--- src/rtl/ctrl_pkg.sv ---
// Shared control-path types for the 5-stage core: opcodes, ALU-op codes, the per-stage
// control bundle and the source/destination match helper used by hazard detection.
package ctrl_pkg;

  localparam int CTRL_RA_MAX_W = 8;

  localparam int OP_RT   = 0;
  localparam int OP_ADDI = 1;
  localparam int OP_SLTI = 2;
  localparam int OP_LW   = 3;
  localparam int OP_SW   = 4;
  localparam int OP_BEQ  = 5;
  localparam int OP_J    = 6;
  localparam int OP_JR   = 7;
  localparam int OP_JAL  = 8;
  localparam int OP_BNE  = 9;

  localparam logic [1:0] ALU_RT  = 2'b00;
  localparam logic [1:0] ALU_ADD = 2'b01;
  localparam logic [1:0] ALU_SLT = 2'b10;
  localparam logic [1:0] ALU_BR  = 2'b11;

  // dst is sized for the widest supported register file; narrower files zero-extend
  typedef struct packed {
    logic                     reg_dst;
    logic                     alu_src;
    logic [1:0]               alu_op;
    logic                     mem_read;
    logic                     mem_write;
    logic                     mem_to_reg;
    logic                     reg_write;
    logic                     jal;
    logic [CTRL_RA_MAX_W-1:0] dst;
  } ctrl_bundle_t;

  localparam ctrl_bundle_t CTRL_NOP = '0;

  function automatic logic src_hit(input logic [CTRL_RA_MAX_W-1:0] dst,
                                   input logic [CTRL_RA_MAX_W-1:0] rs,
                                   input logic [CTRL_RA_MAX_W-1:0] rt,
                                   input logic use_rs, input logic use_rt);
    return (dst != '0) && ((use_rs && dst == rs) || (use_rt && dst == rt));
  endfunction

endpackage

--- src/rtl/ctrl_decoder.sv ---
// Combinational opcode decoder: control bundle, redirect bits and source-use flags.
// Define CTRL_BNE_EN to decode opcode 9 as BNE; otherwise it is a NOP.
module ctrl_decoder #(
  parameter int OPC_W = 6,
  parameter int RA_W  = 5
) (
  input  logic [OPC_W-1:0]           opc,
  input  logic                       eq,
  input  logic [RA_W-1:0]            id_rt,
  input  logic [RA_W-1:0]            id_rd,
  output ctrl_pkg::ctrl_bundle_t     bundle,
  output logic                       pcsrc,
  output logic                       jmp,
  output logic                       jr,
  output logic                       flush,
  output logic                       use_rs,
  output logic                       use_rt,
  output logic                       is_br
);
  import ctrl_pkg::*;

  localparam logic [CTRL_RA_MAX_W-1:0] LINK_REG = CTRL_RA_MAX_W'({RA_W{1'b1}});

  logic valid;

  always_comb begin
    bundle = CTRL_NOP;
    pcsrc  = 1'b0;
    jmp    = 1'b0;
    jr     = 1'b0;
    flush  = 1'b0;
    use_rs = 1'b1;
    use_rt = 1'b0;
    is_br  = 1'b0;
    valid  = 1'b1;
    case (opc)
      OPC_W'(OP_RT): begin
        bundle.reg_dst   = 1'b1;
        bundle.reg_write = 1'b1;
        bundle.alu_op    = ALU_RT;
        use_rt           = 1'b1;
      end
      OPC_W'(OP_ADDI), OPC_W'(OP_SLTI): begin
        bundle.alu_src   = 1'b1;
        bundle.reg_write = 1'b1;
        bundle.alu_op    = (opc == OPC_W'(OP_SLTI)) ? ALU_SLT : ALU_ADD;
      end
      OPC_W'(OP_LW): begin
        bundle.alu_src    = 1'b1;
        bundle.mem_read   = 1'b1;
        bundle.mem_to_reg = 1'b1;
        bundle.reg_write  = 1'b1;
        bundle.alu_op     = ALU_ADD;
      end
      OPC_W'(OP_SW): begin
        bundle.alu_src   = 1'b1;
        bundle.mem_write = 1'b1;
        bundle.alu_op    = ALU_ADD;
        use_rt           = 1'b1;
      end
      OPC_W'(OP_BEQ): begin
        bundle.alu_op = ALU_BR;
        pcsrc         = eq;
        flush         = eq;
        use_rt        = 1'b1;
        is_br         = 1'b1;
      end
      OPC_W'(OP_J): begin
        jmp    = 1'b1;
        flush  = 1'b1;
        use_rs = 1'b0;
      end
      OPC_W'(OP_JR): begin
        jr    = 1'b1;
        flush = 1'b1;
        is_br = 1'b1;
      end
      OPC_W'(OP_JAL): begin
        bundle.jal       = 1'b1;
        bundle.reg_write = 1'b1;
        jmp              = 1'b1;
        flush            = 1'b1;
        use_rs           = 1'b0;
      end
`ifdef CTRL_BNE_EN
      OPC_W'(OP_BNE): begin
        bundle.alu_op = ALU_BR;
        pcsrc         = ~eq;
        flush         = ~eq;
        use_rt        = 1'b1;
        is_br         = 1'b1;
      end
`endif
      default: begin
        use_rs = 1'b0;
        valid  = 1'b0;
      end
    endcase
    // unknown opcodes keep an all-zero bundle, including dst
    if (valid) begin
      bundle.dst = bundle.jal ? LINK_REG :
                   (bundle.reg_dst ? CTRL_RA_MAX_W'(id_rd) : CTRL_RA_MAX_W'(id_rt));
    end
  end

endmodule

--- src/rtl/pipe_ctrl_unit.sv ---
// Pipelined control/hazard unit: ID decode, ID/EX-EX/MEM-MEM/WB control registers,
// load-use and branch-source stalls, mem_stall freeze. CTRL_BNE_EN enables BNE (opcode 9).
module pipe_ctrl_unit #(
  parameter int OPC_W   = 6,
  parameter int RA_W    = 5,
  parameter int ALUOP_W = 2
) (
  input  logic               clk,
  input  logic               rst,
  input  logic [OPC_W-1:0]   opc,
  input  logic               eq,
  input  logic [RA_W-1:0]    id_rs,
  input  logic [RA_W-1:0]    id_rt,
  input  logic [RA_W-1:0]    id_rd,
  input  logic               mem_stall,
  output logic               pc_write,
  output logic               ifid_write,
  output logic               if_flush,
  output logic               pcsrc,
  output logic               jmp,
  output logic               jr,
  output logic               ex_reg_dst,
  output logic               ex_alu_src,
  output logic               ex_jal,
  output logic [ALUOP_W-1:0] ex_alu_op,
  output logic               mem_read,
  output logic               mem_write,
  output logic               wb_reg_write,
  output logic               wb_mem_to_reg,
  output logic               wb_jal,
  output logic [RA_W-1:0]    wb_dst
);
  import ctrl_pkg::*;

  ctrl_bundle_t dec, ex_q, mem_q, wb_q;
  logic dec_pcsrc, dec_jmp, dec_jr, dec_flush;
  logic use_rs, use_rt, is_br;
  logic hz_load, hz_br, stall, go;
  logic [CTRL_RA_MAX_W-1:0] rs_x, rt_x;

  ctrl_decoder #(.OPC_W(OPC_W), .RA_W(RA_W)) u_dec (
    .opc    (opc),
    .eq     (eq),
    .id_rt  (id_rt),
    .id_rd  (id_rd),
    .bundle (dec),
    .pcsrc  (dec_pcsrc),
    .jmp    (dec_jmp),
    .jr     (dec_jr),
    .flush  (dec_flush),
    .use_rs (use_rs),
    .use_rt (use_rt),
    .is_br  (is_br)
  );

  assign rs_x = CTRL_RA_MAX_W'(id_rs);
  assign rt_x = CTRL_RA_MAX_W'(id_rt);

  // branch/JR compare in ID, so a producer in EX or a load in MEM must drain first
  assign hz_load = ex_q.mem_read && src_hit(ex_q.dst, rs_x, rt_x, use_rs, use_rt);
  assign hz_br   = is_br &&
                   ((ex_q.reg_write && src_hit(ex_q.dst, rs_x, rt_x, use_rs, use_rt)) ||
                    (mem_q.mem_read && src_hit(mem_q.dst, rs_x, rt_x, use_rs, use_rt)));
  assign stall   = hz_load | hz_br;
  assign go      = ~mem_stall & ~stall;

  assign pc_write   = go;
  assign ifid_write = go;
  assign pcsrc      = go & dec_pcsrc;
  assign jmp        = go & dec_jmp;
  assign jr         = go & dec_jr;
  assign if_flush   = go & dec_flush;

  always_ff @(posedge clk) begin
    if (rst) begin
      ex_q  <= CTRL_NOP;
      mem_q <= CTRL_NOP;
      wb_q  <= CTRL_NOP;
    end else if (!mem_stall) begin
      ex_q  <= stall ? CTRL_NOP : dec;
      mem_q <= ex_q;
      wb_q  <= mem_q;
    end
  end

  assign ex_reg_dst    = ex_q.reg_dst;
  assign ex_alu_src    = ex_q.alu_src;
  assign ex_jal        = ex_q.jal;
  assign ex_alu_op     = ALUOP_W'(ex_q.alu_op);
  assign mem_read      = mem_q.mem_read;
  assign mem_write     = mem_q.mem_write;
  assign wb_reg_write  = wb_q.reg_write;
  assign wb_mem_to_reg = wb_q.mem_to_reg;
  assign wb_jal        = wb_q.jal;
  assign wb_dst        = RA_W'(wb_q.dst);

  logic unused_wb;
  assign unused_wb = ^{wb_q.reg_dst, wb_q.alu_src, wb_q.alu_op, wb_q.mem_read,
                       wb_q.mem_write, wb_q.dst};

endmodule

--- config.mk ---
export PLATFORM = sky130hd
export DESIGN_NAME = pipe_ctrl_unit
export DESIGN_NICKNAME = d
export VERILOG_FILES = /design/src/rtl/ctrl_pkg.sv /design/src/rtl/ctrl_decoder.sv /design/src/rtl/pipe_ctrl_unit.sv
export SDC_FILE = /design/constraint.sdc
export NUM_CORES = 1
export LEC_CHECK = 0
export CAP_MARGIN = 30
export CORE_MARGIN = 1
export CORE_UTILIZATION = 37
export CTS_CLUSTER_SIZE = 24
export DETAILED_ROUTE_END_ITERATION = 6
export DONT_BUFFER_PORTS = 1
export HOLD_SLACK_MARGIN = 0.1
export PLACE_DENSITY = 0.59
export SYNTH_ARGS = -nofsm -noshare
export SYNTH_HDL_FRONTEND = slang
export SYNTH_SLANG_ARGS = --single-unit
--- constraint.sdc ---
create_clock -name clk -period 2.3 [get_ports clk]
set_input_delay 0.46 -clock clk [delete_from_list [all_inputs] [get_ports clk]]
set_output_delay 0.46 -clock clk [all_outputs]
set_load 0.01 [all_outputs]
==> impl_metrics.toml, run 1 <==
[setup_path]
crit_chain = "or4_4, o21ai_4, a211oi_4, nor3_4, nor4bb_4, buf_4"
required_ns = 1.84
path_class = "flop to output port"
worstSetupStartpointType = "flop"
critPathCaptureType = "output port"
cpMaxStageDelayCell = "or4_4"
arrival_ns = 1.93
crit_fanout = 3
slowest_delay_ns = 0.54

[pwr]
power_leakage_nw = 0.7846
peakVddDrop_mv = 0.3716
cellPowerDensity_nw_per_um2 = 538.4

[yosys]
synth_nets = 207
synthCells = 182
ys_ff_latch = 30
ys_types = 40
muxShareOfSynthArea_pct = 13.34
synth_top_family_by_area = "simple AND/OR/NAND/NOR gates"
synth-simple-area-share_pct = 21.91
synth_compound_area_share_pct = 13.50
synth.avg_cell_area_sq_um = 9.068
synth_area_sq_um = 1650
synth_adder_area_share_pct = 0
yosysWarnings = 0
synth_xor_xnor_area_share_pct = 10.61
ys_seq_area_share_pct = 36.39

[timing]
fmax_ghz = 0.4188
setup_viol = 6
worst_pin_slew_ns = 0.5692
drv_slew = 0
fin_crit_ns = 2.388
fin_crit_sh_pct = 103.8
relSlewSlack_pct = 61.65
setup_ws_ns = -0.08764
hold_slack_ns = 0.2617
clock_skew_ns = 0.008103
rsz0062_at_grt = "true"
hold_viol = 0

[global_routing]
grt_antenna_before_repair = 0
grtUsageMet2_pct = 30.15
grt_pass1_vias = 1285
met1_usage_pct = 21.42
grt_pass1_wl_mm = 6.113
grtUsageTotal_pct = 17.86
grt_overflow = 0
use_met3_pct = 5.921
top_usage_layer = "met2"
grt_start_max_net_pins = 35

[floorplanning]
fp-row-count = 23
ios = 46
die-area_sq_um = 4731
die_h_microns = 68.79
core-area_sq_um = 4144
die_w_microns = 68.79
start_util_pct = 39.82

[clock_tree]
clkTransAtPathRegs_ns = 0.06
ctsHoldBuffers = 0
clock_path_buffers = 2
clock_latency_ns = 0.28
cts-root-buf = "clkbuf_8"
cts_tree = "built"
numClockSinks = 30
cts_buffers = 5
htreeDepth = 2

[layout]
largest_register = "ex_q"
diodes = 0
final_util_pct = 46.47
layout-drive-gt1-share_pct = 24.21
syn_to_final_growth_pct = 16.68
largest_register_ffs = 8
nNetsFinal = 214

[placed_design]
place.gp.congestion = 0.8653
io_buffers = 0
place_hpwl_mm = 2.886

[route]
num_vias = 1367
viasPerCell = 5.696
dr.pass1.iters = 4
routedWlPerCell_microns = 16.24
dr.first_iter.drc_count = 56
drc = 0
ant_nets = 0
routed_wl_mm = 3.898

[hold_path]
hold_path_class = "input port to flop"

[run_status]
violations = "negative setup slack"
status = "complete, but fails checks"

[run]
drv_cap = 0
-- layer usage --
layer | up-vias | part of all wire [%]
met2 | 42 | 49
li1 | 655 | -
met4 | 0 | 1.2
met1 | 666 | 43
met3 | 4 | 6.6
met5 | - | 0
-- cells in the final DEF (no fill, tap or decap), types with 3 or more instances in the layout --
cell and count:
o21ai_0 5, nand3b_1 3, xor2_1 12, xnor2_1 8, a21oi_1 8, a22o_1 5
mux2i_1 22, clkbuf_8 6, dfxtp_4 4, o22ai_1 4, or4_1 3, nor2_1 21
nor2b_1 4, nor3_2 3, buf_4 12, dfxtp_1 23, nand2_1 9, nor3_1 5
nand4_1 4, dfxtp_2 3
-- Yosys cell counts (all sizes together) --
cell | instances | share of area (%)
dfxtp | 30 | 36
mux2i | 22 | 13
nor2 | 21 | 4.8
xor2 | 12 | 6.4
a21oi | 9 | 3.0
nand2 | 9 | 2.0
nor3 | 9 | 3.7
xnor2 | 8 | 4.2
buf | 7 | 2.7
clkbuf | 6 | 1.4
o21ai | 6 | 1.8
a22o | 5 | 2.7
o22ai | 5 | 2.3
nand4 | 4 | 1.5
nor2b | 4 | 1.5
or4 | 4 | 1.8
nand3b | 3 | 1.4
a211oi | 2 | 1.5
and2 | 2 | 0.76
or3 | 2 | 1.1
a21boi | 1 | 0.46
a31oi | 1 | 0.38
and4 | 1 | 0.53
inv | 1 | 0.23
nand2b | 1 | 0.38
nand3 | 1 | 0.30
nor3b | 1 | 0.46
nor4bb | 1 | 0.61
o31ai | 1 | 0.46
o41ai | 1 | 0.99
or2 | 1 | 0.38
or4b | 1 | 0.61
-- path summary, 6_finish.rpt --
kind                                       startpoint                   endpoint  cells past startpoint  slack, ns
worst max-delay path            mem_q[0]$_SDFFE_PP0N_                      pcsrc                      6      -0.09
worst min-delay path                              rst      mem_q[2]$_SDFFE_PP0N_                      1       0.26
worst max register to register  mem_q[0]$_SDFFE_PP0N_  ex_alu_op[1]$_SDFFE_PP0N_                      6       0.36
worst min register to register  ex_q[11]$_SDFFE_PP0N_      ex_q[11]$_SDFFE_PP0N_                      2       0.48
-- cells by family (layout without fill, tap and decap cells) --
group           after synthesis  after routing
simple gates                 65             65
compound gates               31             31
flops                        30             30
mux                          22             22
xor+xnor                     20             20
buf+inv                      14             22
-- report_power, final --
part | internal, W | switching, W
combinational | 0.0000461 | 0.0000346
sequential | 0.000520 | 0.00000512
clock | 0.000240 | 0.000191
-- worst max-delay path, delay by kind of cell (launching register included) --
family                 cells  cell delay [ns]
AND/OR/NAND/NOR            3             0.97
flip-flops                 1             0.32
AO/OA/AOI/OAI              2             0.22
buffers and inverters      1             0.15
-- repair_timing --
item | CTS | global route
buffers inserted | 4 | 1
pin swaps | 7 | 3
resized for setup | 16 | 7
endpoints found under the setup margin | 6 | 6
-- stage by stage --
| stage | setup TNS (ns) | total power (W) | std cells | cell area, sq um | worst slack [ns] |
|---|---|---|---|---|---|
| after global placement | -0.02563 | 0.0006098 | 227 | 1713 | -0.02563 |
| final | -0.2713 | 0.001037 | 240 | 1926 | -0.08764 |
| after detailed placement | -0.09127 | 0.0006126 | 227 | 1713 | -0.08520 |
| after floorplan | -0.001512 | 0.0006226 | 182 | 1657 | -0.001512 |
| after CTS | -0.2478 | 0.001049 | 239 | 1887 | -0.1019 |
| after global routing | -0.7395 | 0.001078 | 240 | 1926 | -0.1627 |
-- layout make-up --
type | instances | area, sq um
Fill cell | 418 | 2218
Tap cell | 50 | 62.56
Sequential cell | 30 | 619.3
Timing Repair Buffer | 13 | 101.3
Clock inverter | 2 | 12.51
Inverter | 1 | 3.754
Clock buffer | 6 | 82.58
Multi-Input combinational cell | 138 | 1044
(Power assumes the default switching activity.)
==> inputs of run 2 (changes only) <==
Settings changed: ABC_AREA set to 1, PLACE_DENSITY 0.59 to 0.57.
Clock period 2.3 ns to 2.9 ns, I/O delays scaled along.
==> run 2 against run 1 <==
  * The run ends with design-rule violations left
  * Largest cell class unchanged
  * Combinational power decreased by 1%
  * Setup slack gained 0.44 ns
  * Cell count increased by 32%
  * Via count up 19%
  * Largest power group unchanged
  * Non-clock buffer count decreased by 12
  * Critical endpoint is now if_flush
  * First-iteration DRC count up 130%
  * Power down 21%
==> impl_metrics.toml, run 2 <==
[clock_tree]
cts_tree = "built"
cts-root-buf = "clkbuf_8"
numClockSinks = 30
cts_setup_buffers = 0
clock_latency_ns = 0.27
clock_path_buffers = 2
clkTransAtPathRegs_ns = 0.07
ctsHoldBuffers = 0
htreeDepth = 2
cts_buffers = 5
cts_resized = 0

[route]
ant_nets = 0
drc = 2
dr.pass1.iters = 7
dr.first_iter.drc_count = 130
num_vias = 1632
routed_wl_mm = 4.220
routedWlPerCell_microns = 13.31
viasPerCell = 5.148

[timing]
fin_crit_ns = 2.547
hold_slack_ns = 0.3715
setup_viol = 0
worst_pin_slew_ns = 0.3517
drv_slew = 0
clock_skew_ns = 0.01020
fmax_ghz = 0.3926
hold_viol = 0
relSlewSlack_pct = 76.34
fin_crit_sh_pct = 87.83
rsz0062_at_grt = "false"
setup_ws_ns = 0.3529
tns_ns = 0

[global_routing]
grt_pass1_vias = 1542
grt_pass1_wl_mm = 6.955
grt_overflow = 0
grt_antenna_before_repair = 0
grt_start_max_net_pins = 33
grtUsageTotal_pct = 17.58

[hold_path]
min-delay-start = "rst"
hold_path_class = "input port to flop"

[setup_path]
cpMaxStageDelayCell = "dfxtp_1"
cp_num_buf_inv = 1
r2r_start = "mem_q[1]$_SDFFE_PP0N_"
path_delay_family = "compound AO/OA/AOI/OAI gates"
crit_top_cell = "nand3_1"
crit_start = "mem_q[1]$_SDFFE_PP0N_"
slowest_delay_ns = 0.34
required_ns = 2.32
crit_chain = "inv_1, nand3_1, o21ai_0, a21oi_1, nand2_2, nand3_1, a31oi_1"
path_class = "flop to output port"
critPathCaptureType = "output port"
worstSetupStartpointType = "flop"
arrival_ns = 1.97
crit_fanout = 13

[pwr]
switching_share_pct = 24.73
power_frac_seq_pct = 52.7
clkPwrFrac_pct = 37.6
p_comb_share_pct = 9.7
intPower_w = 0.0006194
switchingPower_w = 0.0002035
power_leakage_nw = 0.8046
peakVddDrop_mv = 0.3020
cellPowerDensity_nw_per_um2 = 450.2

[yosys]
synth_top_cells_by_count = "83 x nand2_1, 30 x dfxtp_1, 29 x nor2_1, 26 x inv_1, 25 x a21oi_1"
yosysWarnings = 0
synth_most_common_cell = "nand2_1"
ys_seq_area_share_pct = 34.07
synth_top_area_share_pct = 34.07
ys_ff_latch = 30
synth_area_sq_um = 1763
synth_flop_cell = "dfxtp_1"
ys_types = 26
synth_area_leader_cell = "dfxtp_1"
synth_area_leaders = "dfxtp_1 34%, nand2_1 18%, a21oi_1 7.1%"
async_flop_share_pct = 0
synth_nets = 296
synthCells = 271
synth_edf_count = 0
synth.avg_cell_area_sq_um = 6.505

[floorplanning]
core-area_sq_um = 4474
ios = 46
start_util_pct = 39.40
fp-row-count = 24
die_w_microns = 71.03
die-area_sq_um = 5045
die_h_microns = 71.03

[layout]
layout-drive-gt1-share_pct = 5.283
largest_register_ffs = 8
nNetsFinal = 290
postLayoutCellArea_sq_um = 1828
final_cell_mix = "83 x nand2_1, 30 x dfxtp_1, 29 x nor2_1"
largest_register = "ex_q"
syn_to_final_growth_pct = 3.690
diodes = 0
layout_commonest_cell = "nand2_1"

[placed_design]
placed_area_sq_um = 1752
place_ws_ns = 0.4191
place_hpwl_mm = 3.087
place.gp.congestion = 0.9449
io_buffers = 0

[run]
drv_cap = 0

[run_status]
violations = "design-rule violations"
status = "complete, but fails checks"
## run 2: cell count changes in the layout (fill, tap and decap cells not counted), moves of 7 or more
cell	delta
nand2_1	+74
inv_1	+25
mux2i_1	-22
a21oi_1	+17
nand3_1	+14
buf_4	-11
nand4_1	+10
a211oi_1	+8
nor2_1	+8
dfxtp_1	+7
## run 2: cell type report
type,instances,area (sq um)
Sequential cell,30,600.6
Multi-Input combinational cell,200,977.2
Tap cell,52,65.06
Fill cell,498,2646
Clock buffer,7,76.32
Timing Repair Buffer,1,7.507
Inverter,27,101.3
## run 2: kinds of logic after synthesis
kind of cell | share of synthesized area [%]
compound gates | 11.85
xor+xnor | 6.955
buf+inv | 10.50
flops | 34.07
simple gates | 36.62
## run 2: final timing paths
kind                                     end  slack (ns)  cells past startpoint
hold / removal    wb_mem_to_reg$_SDFFE_PP0N_        0.37                      1
setup reg to reg       ex_q[11]$_SDFFE_PP0N_        1.34                      7
hold reg to reg        ex_q[12]$_SDFFE_PP0N_        0.46                      2
setup / recovery                    if_flush        0.35                      7
## run 2: power groups by stage
stage / combinational (W) / clock [W] / sequential (W)
floorplan: 0.0000787 / 0 / 0.000441
global placement: 0.0000805 / 0 / 0.000443
detailed placement: 0.0000793 / 0 / 0.000443
CTS: 0.0000800 / 0.000319 / 0.000434
global route: 0.0000909 / 0.000337 / 0.000435
finish: 0.0000798 / 0.000309 / 0.000434
## run 2: metrics by stage
step                      cells  utilization (%)  total power [W]
after floorplan             271                -        0.0005192
after global placement      310            39.15        0.0005238
after detailed placement    310            39.15        0.0005226
after CTS                   317            40.86        0.0008334
after global routing        317            40.86        0.0008633
final                       317            40.86        0.0008230
## run 2: layer usage
metal  vias up  part of all wire (%)  GRT usage, %
li1        861                     -             -
met1       731                    46         22.58
met2        36                    48         29.27
met3         4                   5.6         5.413
met4         0                  0.47         3.333
met5         -                     0             0
## run 2: worst reg2reg max path, cell delays in order (launching register included)
cell and delay (ns):
dfxtp_1 0.34, inv_1 0.14, nand3_1 0.11, o21ai_0 0.30, a21oi_1 0.10, nand2_2 0.21
nand4_1 0.14, a21oi_1 0.15
==> inputs of run 3 (changes only) <==
Settings changed: CORE_UTILIZATION 37 to 40, HOLD_SLACK_MARGIN 0.1 to 0.12, PLACE_DENSITY 0.57 to 0.6.
==> run 3 against run 2 <==
  * The run now ends clean
  * Clock power rose by 69%
  * Routed wire length is 0.50% higher
  * Sequential share of layout area fell by 1.1 points
  * Setup slack improved by 0.039 ns
  * Core utilization is 5.1 points higher
  * Critical endpoint unchanged
==> impl_metrics.toml, run 3 (synthesized netlist as in run 2, its figures left out) <==
[run_status]
status = "finished clean"

[global_routing]
grt_antenna_before_repair = 0
grtUsageTotal_pct = 19.89
grt_pass1_vias = 1510
grt_start_max_net_pins = 33
grt_overflow = 0
grt_pass1_wl_mm = 6.741

[floorplanning]
die_w_microns = 68.39
ios = 46
core-area_sq_um = 4115
fp-row-count = 23
die-area_sq_um = 4677
start_util_pct = 42.84
die_h_microns = 68.39

[setup_path]
critPathCaptureType = "output port"
worstSetupStartpointType = "flop"
crit_top_cell = "nand3_1"
crit_chain = "inv_1, nand3_1, o21ai_0, a21oi_1, nand2_2, nand3_1, a31oi_1"
arrival_ns = 1.93
slowest_delay_ns = 0.34
cpMaxStageDelayCell = "dfxtp_1"
path_class = "flop to output port"
crit_fanout = 13
required_ns = 2.32

[layout]
largest_register = "ex_q"
syn_to_final_growth_pct = 7.310
final_util_pct = 45.97
regArea_sq_um = 600.6
fill_cells = 465
largest_register_ffs = 8
diodes = 0
multiInputGateArea_sq_um = 977.2
layout_commonest_cell = "nand2_1"
final_cell_mix = "83 x nand2_1, 30 x dfxtp_1, 29 x nor2_1"
layout-drive-gt1-share_pct = 6.391
nNetsFinal = 290

[route]
drc = 0
dr.first_iter.drc_count = 98
ant_nets = 0
routedWlPerCell_microns = 13.42
dr.pass1.iters = 4
routed_wl_mm = 4.241
viasPerCell = 5.203
num_vias = 1644

[placed_design]
place.gp.congestion = 0.8536
place_ws_ns = 0.4503
place_hpwl_mm = 3.106
io_buffers = 0

[clock_tree]
cts_tree = "built"
cts_resized = 0
cts-root-buf = "clkbuf_8"
ctsHoldBuffers = 0
htreeDepth = 2
numClockSinks = 30
cts_setup_buffers = 0
cts_buffers = 5
clkTransAtPathRegs_ns = 0.07
clock_latency_ns = 0.28
clock_path_buffers = 2

[pwr]
power_frac_seq_pct = 41.9
cellPowerDensity_nw_per_um2 = 547.7
switching_share_pct = 20.79
switchingPower_w = 0.0002154
power_leakage_nw = 0.8377
intPower_w = 0.0008208
peakVddDrop_mv = 0.2232
p_comb_share_pct = 7.7
clkPwrFrac_pct = 50.5

[timing]
tns_ns = 0
rsz0062_at_grt = "false"
setup_viol = 0
fin_crit_sh_pct = 86.47
fmax_ghz = 0.3988
drv_slew = 0
clock_skew_ns = 0.004815
relSlewSlack_pct = 79.60
fin_crit_ns = 2.508
worst_pin_slew_ns = 0.3028
setup_ws_ns = 0.3922
hold_viol = 0

[run]
drv_cap = 0

[hold_path]
hold_path_class = "input port to flop"
[run 3: changes by cell type in the layout (fill, tap and decap cells not counted), sizes merged]
cell / before / now
bufinv: 0 / 2
clkbuf: 7 / 6
[run 3: power groups by stage]
stage	Combinational (W)	Clock (W)	Sequential, W
after floorplan	0.0000787	0	0.000441
after global placement	0.0000796	0	0.000443
after detailed placement	0.0000793	0	0.000443
after CTS	0.0000798	0.000543	0.000434
after global routing	0.0000927	0.000562	0.000435
final	0.0000794	0.000523	0.000434
[run 3: worst paths after layout]
path / from / slack (ns) / cells after the start / endpoint
worst min-delay path: rst / 0.36 / 1 / wb_jal$_SDFFE_PP0N_
worst max-delay path: mem_q[1]$_SDFFE_PP0N_ / 0.39 / 7 / if_flush
worst min register to register: mem_q[8]$_SDFFE_PP0N_ / 0.46 / 2 / mem_q[8]$_SDFFE_PP0N_
worst max register to register: mem_q[1]$_SDFFE_PP0N_ / 1.38 / 7 / ex_q[1]$_SDFFE_PP0N_
[run 3: cell type report]
cell class	count	share of cell area, %
clock buffers	6	4.365
clock inverters	2	3.175
inverters	27	5.357
multi-input cells	200	51.65
flip-flops and latches	30	31.75
well taps	50	3.307
repair buffers	1	0.3968
[run 3: per-stage QoR]
step / hold WS (ns) / std cells / power, W / cell area (sq um)
CTS: 0.3486 / 316 / 0.001056 / 1892
finish: 0.3642 / 316 / 0.001036 / 1892
global placement: 0.4482 / 308 / 0.0005226 / 1749
detailed placement: 0.4482 / 308 / 0.0005225 / 1749
floorplan: 0.4401 / 271 / 0.0005192 / 1763
global route: 0.3400 / 316 / 0.001090 / 1892
[run 3: per-layer routing]
| layer | share of wire, % | vias up | track usage [%] |
|---|---|---|---|
| li1 | - | 859 | - |
| met1 | 46 | 743 | 23.88 |
| met2 | 47 | 38 | 32.11 |
| met3 | 6.3 | 4 | 7.833 |
| met4 | 1.0 | 0 | 6.510 |
| met5 | 0 | - | 0 |
[run 3: worst max-delay path, delay by kind of cell, from the launching register on]
family,cells,cell delay [ns]
AOI/OAI and AO/OA,3,0.66
DFF,1,0.34
buffers and inverters,1,0.14
and+or+nand+nor,3,0.51
